### config.mk
export PLATFORM = sky130hd
export DESIGN_NAME = branch_predictor
export DESIGN_NICKNAME = d
export VERILOG_FILES = /design/src/rtl/branch_predictor_pkg.sv /design/src/rtl/branch_predictor_sat_counter.sv /design/src/rtl/branch_predictor.sv
export SDC_FILE = /design/constraint.sdc
export NUM_CORES = 1
export LEC_CHECK = 0
export BUFFER_PORTS_ARGS = -buffer_cell sky130_fd_sc_hd__buf_4
export CORE_ASPECT_RATIO = 0.9
export CORE_MARGIN = 4
export CORE_UTILIZATION = 36
export CTS_CLUSTER_DIAMETER = 120
export DETAILED_ROUTE_END_ITERATION = 16
export GPL_TIMING_DRIVEN = 0
export PLACE_DENSITY_LB_ADDON = 0.15
export SYNTH_ARGS = -nofsm -noshare
export SYNTH_HDL_FRONTEND = slang
export SYNTH_HIERARCHICAL = 1
export SYNTH_SLANG_ARGS = --single-unit
### constraint.sdc
create_clock -name clk -period 4.4 [get_ports clk]
set_input_delay 0.22 -clock clk [delete_from_list [all_inputs] [get_ports clk]]
set_output_delay 0.22 -clock clk [all_outputs]
set_load 0.005 [all_outputs]
### src/rtl/branch_predictor_pkg.sv
// Shared counter encodings for the branch direction predictor.
package branch_predictor_pkg;

  typedef enum logic [1:0] {
    BP_SNT = 2'b00,
    BP_WNT = 2'b01,
    BP_WT  = 2'b10,
    BP_ST  = 2'b11
  } bp_cnt_e;

  localparam bp_cnt_e BP_RST_CNT = BP_WNT;

endpackage

### src/rtl/branch_predictor_sat_counter.sv
// 2-bit saturating counter next-state function: taken counts up, not-taken down.
module sat_counter
  import branch_predictor_pkg::*;
(
  input  bp_cnt_e cnt_i,
  input  logic    taken_i,
  output bp_cnt_e cnt_o
);

  always_comb begin
    cnt_o = cnt_i;
    unique case (cnt_i)
      BP_SNT: cnt_o = taken_i ? BP_WNT : BP_SNT;
      BP_WNT: cnt_o = taken_i ? BP_WT  : BP_SNT;
      BP_WT:  cnt_o = taken_i ? BP_ST  : BP_WNT;
      BP_ST:  cnt_o = taken_i ? BP_ST  : BP_WT;
      default: cnt_o = cnt_i;
    endcase
  end

endmodule

### src/rtl/branch_predictor.sv
// Table of 2-bit direction counters indexed by pc[IDX+1:2], trained from execute.
// Define BP_TAGGED_EN to add per-entry valid/tag and allocate-on-miss.
module branch_predictor
  import branch_predictor_pkg::*;
#(
  parameter int AWIDTH = 32,
  parameter int LINES  = 64
) (
  input  logic              clk,
  input  logic              rst,
  input  logic [AWIDTH-1:0] pc_guess,
  input  logic              is_br_guess,
  output logic              br_taken_guess,
  input  logic [AWIDTH-1:0] pc_check,
  input  logic              is_br_check,
  input  logic              br_taken_check,
  output logic              br_mispred
);

  localparam int IDX = $clog2(LINES);

  logic [IDX-1:0] guess_idx, check_idx;
  bp_cnt_e        cnt_q [LINES];
  bp_cnt_e        trained_cnt, cnt_d;
  logic           guess_hit, check_hit, check_dir;
  logic           mispred_d, mispred_q;
  logic           unused_pc_bits;

  assign guess_idx = pc_guess[IDX+1:2];
  assign check_idx = pc_check[IDX+1:2];

  sat_counter u_sat (
    .cnt_i  (cnt_q[check_idx]),
    .taken_i(br_taken_check),
    .cnt_o  (trained_cnt)
  );

`ifdef BP_TAGGED_EN
  localparam int TW = AWIDTH - IDX - 2;

  logic [TW-1:0]    tag_q [LINES];
  logic [LINES-1:0] valid_q;

  assign guess_hit = valid_q[guess_idx] && (tag_q[guess_idx] == pc_guess[AWIDTH-1:IDX+2]);
  assign check_hit = valid_q[check_idx] && (tag_q[check_idx] == pc_check[AWIDTH-1:IDX+2]);
  assign unused_pc_bits = ^{pc_guess[1:0], pc_check[1:0]};

  always_ff @(posedge clk) begin
    if (rst) begin
      valid_q <= '0;
    end else if (is_br_check && !check_hit) begin
      valid_q[check_idx] <= 1'b1;
      tag_q[check_idx]   <= pc_check[AWIDTH-1:IDX+2];
    end
  end

  // A fresh allocation starts one step from neutral toward the observed outcome.
  assign cnt_d = check_hit ? trained_cnt : (br_taken_check ? BP_WT : BP_WNT);
`else
  assign guess_hit = 1'b1;
  assign check_hit = 1'b1;
  assign cnt_d     = trained_cnt;
  assign unused_pc_bits = ^{pc_guess[1:0], pc_guess[AWIDTH-1:IDX+2],
                            pc_check[1:0], pc_check[AWIDTH-1:IDX+2]};
`endif

  assign check_dir = check_hit && cnt_q[check_idx][1];
  assign mispred_d = is_br_check && (check_dir != br_taken_check);

  always_ff @(posedge clk) begin
    if (rst) begin
      for (int i = 0; i < LINES; i++) cnt_q[i] <= BP_RST_CNT;
      mispred_q <= 1'b0;
    end else begin
      mispred_q <= mispred_d;
      if (is_br_check) cnt_q[check_idx] <= cnt_d;
    end
  end

  // No bypass: a same-cycle update is only seen by the next guess.
  assign br_taken_guess = is_br_guess && guess_hit && cnt_q[guess_idx][1];
  assign br_mispred     = mispred_q;

endmodule
==> summary.md <==
| Metric | Value |
|---|---|
| Via/cell ratio | 6.12 |
| Total Wirelength | 24300 um |
| Final setup viols | 0 |
| Worst Path Required | 4540 ps |
| Synthesized area per cell | 12.2 sq um |
| Worst-path clk slew | 60 ps |
| Ranking of synthesized cells by area | edfxtp_1, mux4_2, a21o_1 |
| Cell with the largest stage delay on the worst path | nor2_1 |
| RSZ-0062 raised after global routing | false |
| Synth top area share | 55.2% |
| Port Buffer Count | 14 |
| Status | complete, no violations |
| Core Region | 18700 sq um |
| Maximum VDD drop | 0.259 mV |
| Synth warn | 6 |
| Final Hold Viols | 0 |
| Total nets after synthesis | 640 |
| Slew HR | 23.5% |
| Startpoint Class | flop |
| EDFF count, synth | 128 |
| Placer Congestion | 0.955 |
| Yosys top cell by area | edfxtp_1 |
| Initial Util | 37.2% |
| Synthesized area | 6960 sq um |
| Yosys reg bits | 129 |
| Initial drt markers | 683 |
| Die width | 155 um |
| Post-synthesis simple-gate area fraction | 14.5% |
| XOR/XNOR Fraction of Synth Area | 0% |
| Via count | 5279 |
| Number of core rows | 47 |
| Worst-Margin Slew | 1140 ps |
| Worst min-delay path class | in -> reg |
| Die Span Y | 140 um |
| DR DRC count | 0 |
| Setup crit end kind | flop |
| Post-CTS setup buffer count | 0 |
| GRT Total Usage | 22.6% |
| Worst EP arrival | 3770 ps |
| DPL Wire Length | 17100 um |
| Cell count after synthesis | 571 |
| Hold-fix buffers, CTS | 0 |
| Share of cells above drive strength 1 | 17.7% |
| CP Cell Sequence | mux4_2 -> mux2i_1 -> o22ai_1 -> a2111o_1 -> or2_1 -> maj3_2 -> clkbuf_1 -> nor2_1 -> nand2_1 |
| Post-synth top flop | edfxtp_1 |
| Period utilisation layout | 82.3% |
| Final-stage net count | 673 |
| Worst hold slack | 177 ps |
| Register area share after synthesis | 55.5% |
| CTS Sinks | 129 |
| Crit-path max FO | 10 |
| PwrDens | 400 nW/um^2 |
| Clock tree buffer depth | 2 |
| Clock Skew | 7.74 ps |
| Ports | 71 |
| Synth Area in Adders | 0.323% |
| Largest family of logic cells by synthesized area | multiplexers |
| H-tree levels | 4 |
| Async SR Flop Fraction | 0% |
| Largest net degree at the start of global routing | 17 |
| Post-synthesis mux area share | 15.1% |
| Pleak | 2.72 nW |
| Worst skew pair latency | 430 ps |
| Slowest stage delay, CP | 630 ps |
| CTS tree | done |
| Wirelength per Cell | 28.1 um |
| F_max | 0.276 GHz |
| Netlist cell types | 56 |
| Post-route minimum period | 3620 ps |
| Antenna violation net count after detailed routing | 0 |
| Area growth syn-to-layout | 14.5% |
| Overflow after GRT | 0 |
| N_diodes | 0 |
| Clk root buf | clkbuf_16 |
| Max cap viols | 0 |
| Non-filler cells, final | 862 |
| First-pass DRT Iterations | 8 |
| Vias in the first global route | 5120 |
| First-pass GRT wire length | 35000 um |
| Post-CTS sizing | 0 |
| Die Area | 21600 sq um |
| Dpl cells | 830 |
| Synth Area in Compound Gates | 11.1% |
| Setup TNS Final | 0 ps |
| Initial antenna violation count | 0 |
| Count of pins over their slew limit | 0 |
| Kind of critical path | reg -> reg |
| Num CTS Buffers | 17 |
-- metrics by stage --
step	total power [mW]	setup slack (ps)	instance area (sq um)	util, %
after floorplan	1.62	1390	6960	-
after global placement	1.74	470	7370	39.4
after detailed placement	1.75	484	7370	39.4
after CTS	3.19	834	7970	42.6
after global routing	3.27	715	7970	42.6
final	3.19	777	7970	42.6
-- where the power goes --
group | total (mW) | switching, mW | internal [mW] | leakage [nW]
logic | 0.335 | 0.216 | 0.120 | 1.27
clock network | 1.46 | 0.526 | 0.933 | 0.289
registers | 1.39 | 0.0156 | 1.38 | 1.16
total | 3.19 | 0.758 | 2.43 | 2.72
-- placed cells by master, fill, tap and decap left out, drive strengths merged, types with 4 or more instances in the layout --
cell type	synthesis	routed
edfxtp	128	128
nand2	91	91
nor2	87	87
a21o	52	52
clkbuf	21	39
buf	23	37
mux4	36	36
mux2i	23	23
clkinv	3	11
nor2b	8	8
a221oi	8	8
o21bai	8	8
o21ai	8	8
a21oi	7	7
nand2b	5	5
or2	5	5
and2	5	5
nor3b	5	5
nor3	4	4
o22ai	4	4
o22a	4	4
bufinv	0	4
-- synthesized netlist by cell type, types with 5 or more instances --
master and number:
edfxtp_1 128, nand2_1 91, nor2_1 86, a21o_1 52, mux4_2 36, mux2i_1 23, clkbuf_1 21, buf_2 11
a221oi_1 8, nor2b_1 8, o21bai_1 8, a21oi_1 7, o21ai_0 6, buf_6 5, nand2b_1 5
-- flip-flops by register name (all words and copies together), names as in the netlist --
signal / cells
br_mispred: 1
cnt_q: 128
-- final timing paths --
path,depth (start not counted),slack [ps],end,from
max reg2reg,9,780,cnt_q[29][0],cnt_q[47][1]
min reg2reg,5,1080,br_mispred,cnt_q[51][1]
max,9,780,cnt_q[29][0],cnt_q[47][1]
min,3,180,br_mispred,br_taken_check
-- cells by family after synthesis --
kind of cell	Yosys count
simple gates	228
flops	129
compound gates	104
mux	60
buf+inv	48
fa+ha+maj	2
-- critical path, delay by kind of cell (launching register included) --
family	cells	cell delay [ps]
adders and majority gates	1	320
AOI/OAI and AO/OA	2	560
and+or+nand+nor	3	990
buffers and inverters	1	350
DFF	1	400
muxes	2	710
-- layer usage --
metal / up-vias / track usage (%) / routed length [um]
li1: 2214 / - / -
met3: 49 / 4.94 / 2480
met1: 2652 / 32.1 / 10100
met2: 364 / 34.4 / 11100
met5: - / 0 / 0
met4: 0 / 8.27 / 607
-- final cells by class --
class	count	area (sq um)
inverter	4	15.0
timing repair buffer	14	105
fill	1767	10700
buffer	44	231
sequential	129	3860
clock inverter	14	170
multi-input combinational	394	2850
tap	245	307
clock buffer	18	429
Power figures use the tool's default switching activity.
